**src/rtl/hex_disp_pkg.sv**
```systemverilog
`default_nettype none
// ============================================================================
//  Module      : hex_disp_pkg
//  Description : Shared constants, scan FSM encoding and helper function for
//                the time-shared HEX display sequencer.
//  Revision    : 1.0 - initial release
// ============================================================================
package hex_disp_pkg;

    // Active-low pattern with every segment dark
    localparam logic [6:0] SEG_BLANK  = 7'h7F;

    // Number of HEX outputs the board provides
    localparam int         MAX_DIGITS = 6;

    // Scan FSM encoding
    typedef enum logic [1:0] {
        IDLE   = 2'd0,
        SELECT = 2'd1,
        LATCH  = 2'd2
    } scan_state_t;

    // Width of a counter that must hold 0..div-1
    function automatic int cnt_width(input int div);
        return (div <= 2) ? 1 : $clog2(div);
    endfunction

endpackage : hex_disp_pkg
`default_nettype wire

```
**src/rtl/hex7seg.sv**
```systemverilog
`default_nettype none
// ============================================================================
//  Module      : hex7seg
//  Description : Nibble to seven-segment decoder, active-low, bit 6 = seg g,
//                bit 0 = seg a.
//  Revision    : 1.0 - initial release
// ============================================================================
module hex7seg (
    input  logic [3:0] i_hex,
    output logic [6:0] o_seg
);

    // Pure lookup of the segment pattern for each hex value
    always_comb begin
        o_seg = 7'h7F;
        case (i_hex)
            4'h0:    o_seg = 7'h40;
            4'h1:    o_seg = 7'h79;
            4'h2:    o_seg = 7'h24;
            4'h3:    o_seg = 7'h30;
            4'h4:    o_seg = 7'h19;
            4'h5:    o_seg = 7'h12;
            4'h6:    o_seg = 7'h02;
            4'h7:    o_seg = 7'h78;
            4'h8:    o_seg = 7'h00;
            4'h9:    o_seg = 7'h10;
            4'hA:    o_seg = 7'h08;
            4'hB:    o_seg = 7'h03;
            4'hC:    o_seg = 7'h46;
            4'hD:    o_seg = 7'h21;
            4'hE:    o_seg = 7'h06;
            4'hF:    o_seg = 7'h0E;
            default: o_seg = 7'h7F;
        endcase
    end

endmodule : hex7seg
`default_nettype wire

```
**src/rtl/hex_display_sequencer.sv**
```systemverilog
`default_nettype none
// ============================================================================
//  Module      : hex_display_sequencer
//  Description : Time-shares a single hex7seg decoder across up to six HEX
//                outputs. A round-robin scan FSM visits one digit per scan
//                slot, decodes it and latches the pattern into that digit's
//                registered output.
//  Revision    : 1.0 - initial release
// ============================================================================
module hex_display_sequencer
    import hex_disp_pkg::*;
#(
    parameter int NUM_DIGITS = 6,
    parameter int SCAN_DIV   = 50000
) (
    input  logic       CLOCK_50,
    input  logic       RST,
    input  logic       wr_en,
    input  logic [2:0] wr_addr,
    input  logic [3:0] wr_data,
    input  logic [5:0] blank_mask,
    input  logic       scan_en,
    output logic       sweep_done,
    output logic [6:0] HEX0,
    output logic [6:0] HEX1,
    output logic [6:0] HEX2,
    output logic [6:0] HEX3,
    output logic [6:0] HEX4,
    output logic [6:0] HEX5
);

    localparam int                 CNT_W      = cnt_width(SCAN_DIV);
    localparam logic [CNT_W-1:0]   c_cnt_last = CNT_W'(SCAN_DIV - 1);
    localparam logic [2:0]         c_ptr_last = 3'(NUM_DIGITS - 1);

    logic [CNT_W-1:0] r_cnt;
    logic             w_tick;
    scan_state_t      r_state;
    scan_state_t      w_state_next;
    logic             w_sel_load;
    logic             w_latch;
    logic             w_sweep_done;
    logic [2:0]       r_ptr;
    logic [3:0]       r_dec_in;
    logic             r_blank;
    logic [6:0]       w_seg;
    logic [3:0]       w_digit [MAX_DIGITS];
    logic [6:0]       w_hex   [MAX_DIGITS];

    // Scan slot timer: free-runs while enabled, freezes in place otherwise
    always_ff @(posedge CLOCK_50 or posedge RST) begin
        if (RST) begin
            r_cnt <= '0;
        end else if (scan_en) begin
            r_cnt <= (r_cnt == c_cnt_last) ? '0 : r_cnt + CNT_W'(1);
        end
    end

    // Gated so a counter frozen on its last value cannot re-trigger the scan
    assign w_tick = scan_en && (r_cnt == c_cnt_last);

    // FSM state register
    always_ff @(posedge CLOCK_50 or posedge RST) begin
        if (RST) begin
            r_state <= IDLE;
        end else begin
            r_state <= w_state_next;
        end
    end

    // FSM next state and per-state strobes; SELECT and LATCH always run to
    // completion once a tick has started a slot
    always_comb begin
        w_state_next = r_state;
        w_sel_load   = 1'b0;
        w_latch      = 1'b0;
        w_sweep_done = 1'b0;
        case (r_state)
            IDLE: begin
                if (w_tick) begin
                    w_state_next = SELECT;
                end
            end
            SELECT: begin
                w_sel_load   = 1'b1;
                w_state_next = LATCH;
            end
            LATCH: begin
                w_latch      = 1'b1;
                w_sweep_done = (r_ptr == c_ptr_last);
                w_state_next = IDLE;
            end
            default: begin
                w_state_next = IDLE;
            end
        endcase
    end

    assign sweep_done = w_sweep_done;

    // Decoder input, blank flag and digit pointer; SELECT samples the digit
    // register before any same-edge write lands
    always_ff @(posedge CLOCK_50 or posedge RST) begin
        if (RST) begin
            r_dec_in <= 4'h0;
            r_blank  <= 1'b0;
            r_ptr    <= 3'd0;
        end else begin
            if (w_sel_load) begin
                r_dec_in <= w_digit[r_ptr];
                r_blank  <= blank_mask[r_ptr];
            end
            if (w_latch) begin
                r_ptr <= (r_ptr == c_ptr_last) ? 3'd0 : r_ptr + 3'd1;
            end
        end
    end

    hex7seg u_hex7seg (
        .i_hex (r_dec_in),
        .o_seg (w_seg)
    );

    // Per-digit storage and output register; slots beyond NUM_DIGITS have
    // no storage, so writes addressed there simply find nothing to update
    generate
        for (genvar i = 0; i < MAX_DIGITS; i++) begin : g_digit
            if (i < NUM_DIGITS) begin : g_live
                logic [3:0] r_digit;
                logic [6:0] r_hex;

                // Nibble register written from the upstream write port
                always_ff @(posedge CLOCK_50 or posedge RST) begin
                    if (RST) begin
                        r_digit <= 4'h0;
                    end else if (wr_en && (wr_addr == 3'(i))) begin
                        r_digit <= wr_data;
                    end
                end

                // Segment register updated only when the scan lands here
                always_ff @(posedge CLOCK_50 or posedge RST) begin
                    if (RST) begin
                        r_hex <= SEG_BLANK;
                    end else if (w_latch && (r_ptr == 3'(i))) begin
                        r_hex <= r_blank ? SEG_BLANK : w_seg;
                    end
                end

                assign w_digit[i] = r_digit;
                assign w_hex[i]   = r_hex;
            end else begin : g_unused
                assign w_digit[i] = 4'h0;
                assign w_hex[i]   = SEG_BLANK;
            end
        end
    endgenerate

    assign HEX0 = w_hex[0];
    assign HEX1 = w_hex[1];
    assign HEX2 = w_hex[2];
    assign HEX3 = w_hex[3];
    assign HEX4 = w_hex[4];
    assign HEX5 = w_hex[5];

endmodule : hex_display_sequencer
`default_nettype wire

```
**config.mk**
```make
export PLATFORM = sky130hd
export DESIGN_NAME = hex_display_sequencer
export DESIGN_NICKNAME = d
export VERILOG_FILES = /design/src/rtl/hex_disp_pkg.sv /design/src/rtl/hex7seg.sv /design/src/rtl/hex_display_sequencer.sv
export SDC_FILE = /design/constraint.sdc
export NUM_CORES = 1
export LEC_CHECK = 0
export BUFFER_PORTS_ARGS = -buffer_cell sky130_fd_sc_hd__buf_2
export CORE_ASPECT_RATIO = 1.2
export CORE_MARGIN = 2
export CORE_UTILIZATION = 61
export CTS_CLUSTER_SIZE = 24
export DETAILED_ROUTE_END_ITERATION = 16
export HOLD_SLACK_MARGIN = 0.03
export PLACE_DENSITY_LB_ADDON = 0.2
export SYNTH_ARGS = -nofsm -noshare
export SYNTH_HDL_FRONTEND = slang
export SYNTH_HIERARCHICAL = 1
export SYNTH_SLANG_ARGS = --single-unit
export TNS_END_PERCENT = 30
```
**constraint.sdc**
```tcl
create_clock -name CLOCK_50 -period 3.8 [get_ports CLOCK_50]
set_input_delay 0.19 -clock CLOCK_50 [delete_from_list [all_inputs] [get_ports CLOCK_50]]
set_output_delay 0.19 -clock CLOCK_50 [all_outputs]
set_load 0.1 [all_outputs]
```
==> run_results.csv, run 1 <==
group,metric,value,unit
status,status,"finished clean",
clock_network,cts_buffers,9,
placed_design,io_buffers,59,
critical_path,end_kind,"output port",
clock_network,clk_path_buf_depth,2,
sta,maxSlewViolCount,0,
sta,hold_viol_final,0,
finish,nFillCells,504,
sta,fin_crit_sh,64.1,%
critical_path,cp-start-kind,"flip-flop",
sta,rsz0062_at_grt,"no",
floorplanning,die_x,79.9,um
finish,fin_nets,446,
critical_path,critPathLaunch,"r_ptr[0]$_DFFE_PP0P_",
clock_network,post_cts_buffers,0,
global_route,antenna_found_initial,0,
sta,final.setup.tns,0,ns
power,power.leakage,0.00212,uW
clock_network,cts-root-buf,"clkbuf_8",
yosys,ys_warn_count,6,
critical_path,cp.required,3.61,ns
floorplanning,fp.dieH,95.1,um
route,wire_per_inst,15.7,um
finish,multi_input_comb_area,1760,um2
global_route,overflow,0,
placed_design,place_area,4560,um2
clock_network,cts_hold_buf,0,
run,drv_cap,0,
clock_network,insertion_delay,0.36,ns
sta,fmax,0.411,GHz
sta,period_minus_slack,2.43,ns
route,drt_iter0_drc,148,
critical_path,critPathKind,"reg2out",
yosys,synth_cells,362,
route,wl,8040,um
floorplanning,core_area,6770,um2
clock_network,h-tree-depth,3,
finish,seq_area,2350,um2
yosys,synth_seq_cells,92,
clock_network,cts.sinks,92,
floorplanning,rows,33,
floorplanning,initial_core_util,62.3,%
placed_design,place.gp.congestion,0.860,
yosys,yosys-top-cells-area,"dfrtp_1 30%, dfstp_2 26%, mux2_2 7.7%",
finish,final_cell_area,4750,um2
global_route,grt_pass1_wl,13400,um
route,route.detailed.drc,0,
finish,syn_to_final_growth,12.8,%
finish,layout-drive-gt1-share,38.6,%
min_path,hold_path_class,"in2async",
yosys,ys.flop_type,"dfrtp_1",
yosys,synth_area_per_cell,11.6,um2
floorplanning,dieArea,7600,um2
critical_path,cp.arrival,2.24,ns
route,first_pass_iters,4,
yosys,yosysSeqAreaShare,55.8,%
placed_design,dp_hpwl,5700,um
clock_network,cts_tree,"done",
global_route,grt_max_degree,68,
yosys,synth_edf_count,0,
finish,antenna_cells,0,
power,p_per_area,420,nW/um2
power,ir_worst_vdd,0.274,mV
critical_path,r2r-start,"r_ptr[0]$_DFFE_PP0P_",
sta,relSlewSlack,27.0,%
route,via_count,2811,
yosys,synth.cell_area,4220,um2
yosys,synth_top_area_share,29.7,%
critical_path,worstPathMaxFanout,18,
sta,worstMarginPinSlew,1.09,ns
sta,setup_violations,0,
yosys,synth_cell_types,49,
route,antenna_left,0,
clock_network,ctsResizeCount,0,
yosys,synth_fp_nets,388,
floorplanning,ioPinCount,60,
clock_network,path_clk_slew,0.10,ns
global_route,grt_pass1_vias,2764,
global_route,track_usage,23.1,%
yosys,synth_area_leader_cell,"dfrtp_1",
sta,clock_skew,0.0151,ns
yosys,async_flop_share,100,%
route,viasPerCell,5.49,
[critical path, stage by stage, from the launching register on]
cell and delay (ns):
dfrtp_1 0.89, nand2_1 0.18, nor3_2 0.15, buf_4 0.21, buf_2 0.45
[worst paths after layout]
path                       slack, ns                                  endpoint  cells after the start
hold reg to reg                 0.46                       HEX4[5]$_DFFE_PP1P_                      2
min in group CLOCK_50           0.13  g_digit[1].g_live.r_digit[1]$_DFFE_PP0P_                      2
hold / removal                  0.07                      r_cnt[9]$_DFFE_PP0P_                      2
max in group asynchronous       2.81  g_digit[4].g_live.r_digit[2]$_DFFE_PP0P_                      3
setup reg to reg                1.72                       HEX0[0]$_DFFE_PP1P_                      3
setup / recovery                1.37                                sweep_done                      4
[cell usage after synthesis, drive strengths merged (4+ instances only)]
cell	instances
a21oi	27
a22oi	5
buf	10
clkbuf	4
dfrtp	50
dfstp	42
ha	9
inv	7
mux2	29
mux2i	7
mux4	6
nand2	34
nand3	5
nand4	7
nor2	46
nor3	5
o21ai	27
or3	4
xnor2	10
xor2	4
[metrics by stage]
step / total power (uW) / hold WS (ns) / std cells / util [%] / setup WS (ns)
6_report: 2000 / 0.0693 / 512 / 70.2 / 1.37
5_1_grt: 2100 / 0.132 / 512 / 70.2 / 1.19
4_1_cts: 2010 / 0.0953 / 512 / 70.2 / 1.35
3_5_place_dp: 1380 / 0.455 / 496 / 67.3 / 1.75
3_3_place_gp: 1360 / 0.450 / 496 / 67.3 / 1.80
2_1_floorplan: 1320 / 0.341 / 362 / - / 1.29
[kinds of logic (layout without fill, tap and decap cells)]
group	after synthesis	count (layout)	synth area share (%)
simple gates	121	121	15.3
flops	92	92	55.8
compound gates	63	63	8.07
mux	42	42	12.7
buf+inv	21	84	2.49
xor+xnor	14	14	2.91
fa+ha+maj	9	9	2.67
[final cells by class]
type                    count  area share (%)
well taps                  87            2.29
multi-input cells         249            36.9
clock inverters             4           0.632
flip-flops and latches     92            49.5
inverters                   7           0.579
repair buffers             61            6.53
clock buffers              12            3.50
[state kept, by name (all words and copies together), names as in the netlist, 3 cells and up]
name,cells
HEX5,7
HEX2,7
g_digit.g_live.r_digit,24
r_cnt,16
HEX0,7
HEX1,7
r_ptr,3
r_dec_in,4
HEX3,7
HEX4,7
[metal layers]
metal / GRT usage, % / vias up / wire, um
met5: 0 / - / 0
met1: 29.5 / 1353 / 3460
met3: 5.02 / 11 / 336
li1: - / 1381 / -
met2: 38.8 / 66 / 4110
met4: 8.90 / 0 / 132
[power by group]
| part | switching, uW | total [uW] | internal (uW) | leakage, uW |
|---|---|---|---|---|
| sequential | 75.0 | 1150 | 1070 | 0.00107 |
| combinational | 90.7 | 213 | 122 | 0.000953 |
| clock | 339 | 638 | 299 | 0.0000947 |
| total | 505 | 2000 | 1490 | 0.00212 |
[cell usage in the layout, fill, tap and decap left out, types with 9 or more instances in the layout]
master	instances
a21oi_1	27
clkbuf_8	10
xnor2_1	10
dfstp_2	42
mux2_2	29
nor2_1	46
nand2_1	34
o21ai_0	21
ha_1	9
dfrtp_1	50
buf_2	59
Note: power is estimated with default switching activity, not from simulation.
==> run 2: changes to the inputs <==
- CORE_UTILIZATION: 61 -> 57
- clock period: 3.8 -> 2.55 ns (I/O delays scaled with it)
==> run_results.csv, run 2 (synthesis gave the netlist of run 1 again) <==
group,metric,value,unit
status,status,"finished clean",
floorplanning,core_area,7230,um2
min_path,worstHoldStart,"wr_data[1]",
power,p_per_area,620,nW/um2
finish,largest_reg_flops,24,
finish,top_register,"g_digit.g_live.r_digit",
sta,hold_ws,0.0756,ns
sta,relSlewSlack,47.1,%
clock_network,ctsResizeCount,0,
route,wire_per_inst,14.9,um
critical_path,end_kind,"output port",
route,dr_wl_met2,3880,um
clock_network,cts_buffers,9,
sta,period_minus_slack,2.12,ns
clock_network,cts_hold_buf,1,
global_route,grt_pass1_wl,13000,um
route,route.detailed.drc,0,
finish,final_common_cell,"buf_2",
sta,clock_skew,0.0156,ns
route,first_pass_iters,4,
route,wl,7710,um
min_path,hold_path_class,"in2reg",
floorplanning,dieArea,8100,um2
min_path,worstHoldEndpoint,"g_digit[0].g_live.r_digit[1]$_DFFE_PP0P_",
clock_network,insertion_delay,0.36,ns
clock_network,cts.sinks,92,
sta,rsz0062_at_grt,"no",
floorplanning,die_x,82.5,um
finish,antenna_cells,0,
critical_path,cp-start-kind,"flip-flop",
route,viasPerCell,5.53,
sta,fin_crit_sh,83.0,%
route,m1WireLength,3430,um
route,top_layer_used,"met4",
finish,layout-drive-gt1-share,38.9,%
power,power.leakage,0.00214,uW
critical_path,worstPathMaxFanout,18,
global_route,grt_pass1_vias,2767,
route,via_count,2860,
sta,worstMarginPinSlew,0.793,ns
finish,fin_nets,448,
route,drt_iter0_drc,186,
run,drv_cap,0,
floorplanning,ioPinCount,60,
sta,final.setup.tns,0,ns
floorplanning,rows,34,
global_route,grt_max_degree,60,
finish,seq_area,2350,um2
global_route,overflow,0,
route,route.met3.wl,371,um
clock_network,cts_tree,"done",
sta,setup_violations,0,
floorplanning,initial_core_util,58.3,%
sta,hold_viol_final,0,
global_route,antenna_found_initial,0,
clock_network,clk_path_buf_depth,2,
finish,reg_top3,"g_digit.g_live.r_digit (24), r_cnt (16)",
critical_path,r2r-start,"r_dec_in[1]$_DFFE_PP0N_",
sta,fmax,0.473,GHz
global_route,track_usage,20.7,%
floorplanning,fp.dieH,98.2,um
critical_path,cp.arrival,1.99,ns
placed_design,io_buffers,59,
route,antenna_left,0,
critical_path,critPathKind,"reg2out",
sta,maxSlewViolCount,0,
min_path,holdPathStages,2,
critical_path,worst-r2r-cell-count,7,
finish,multi_input_comb_area,1760,um2
critical_path,cp.required,2.42,ns
finish,syn_to_final_growth,13.9,%
clock_network,h-tree-depth,3,
clock_network,path_clk_slew,0.10,ns
finish,final_cell_mix,"58 x buf_2, 50 x dfrtp_1, 46 x nor2_1, 42 x dfstp_2, 34 x nand2_1",
critical_path,r2r_end,"HEX1[0]$_DFFE_PP1P_",
placed_design,dp_hpwl,5600,um
power,ir_worst_vdd,0.390,mV
clock_network,post_cts_buffers,0,
finish,nFillCells,580,
clock_network,cts-root-buf,"clkbuf_8",
placed_design,place.gp.congestion,0.800,
critical_path,reg2reg_slack,0.59,ns
run 2: cell count changes in the layout (fill, tap and decap cells not counted), moves of 2 or more:
| cell | delta |
|---|---|
| inv_8 | +2 |
| inv_6 | +2 |
| buf_12 | +2 |
| clkinvlp_4 | -2 |
run 2: metrics by stage:
| stage | util (%) | total power, uW | area [um2] | worst slack, ns | instances |
|---|---|---|---|---|---|
| floorplan | - | 1960 | 4220 | 0.100 | 362 |
| global placement | 63.6 | 2040 | 4600 | 0.669 | 500 |
| detailed placement | 63.6 | 2050 | 4600 | 0.567 | 500 |
| CTS | 66.4 | 3010 | 4800 | 0.401 | 517 |
| global route | 66.4 | 3130 | 4800 | 0.305 | 517 |
| finish | 66.4 | 2980 | 4800 | 0.435 | 517 |
run 2: layer usage:
layer / vias to the layer above / global-route usage [%]
li1: 1399 / -
met1: 1387 / 27.7
met2: 71 / 34.5
met3: 3 / 3.14
met4: 0 / 6.18
met5: - / 0
run 2: power breakdown:
group	switching, uW	leakage, uW	internal (uW)
clock	566	0.000101	388
combinational	130	0.000970	185
sequential	108	0.00107	1600
total	804	0.00214	2170
run 2: worst max-delay path: stages (launching register included):
cell     delay (ns)
dfrtp_1        0.87
nand2_1        0.20
nor3_2         0.15
buf_4          0.22
buf_12         0.19
run 2: cell type report:
class	count	share of cell area, %
flip-flops and latches	92	49.0
clock inverters	7	1.54
multi-input cells	249	36.6
repair buffers	63	7.40
clock buffers	9	2.58
inverters	7	0.573
well taps	90	2.34
run 2: how the worst max path moves through the flow:
stage               slack (ns)                                        to                    start  depth (start not counted)
CTS                       0.40                                sweep_done     r_ptr[0]$_DFFE_PP0P_                          4
finish                    0.43                                sweep_done     r_ptr[0]$_DFFE_PP0P_                          4
detailed placement        0.57                       HEX1[0]$_DFFE_PP1P_  r_dec_in[1]$_DFFE_PP0N_                          7
global placement          0.67                       HEX2[3]$_DFFE_PP1P_  r_dec_in[0]$_DFFE_PP0N_                          6
global route              0.31                                sweep_done     r_ptr[0]$_DFFE_PP0P_                          4
floorplan                 0.10  g_digit[0].g_live.r_digit[0]$_DFFE_PP0P_                      RST                          1
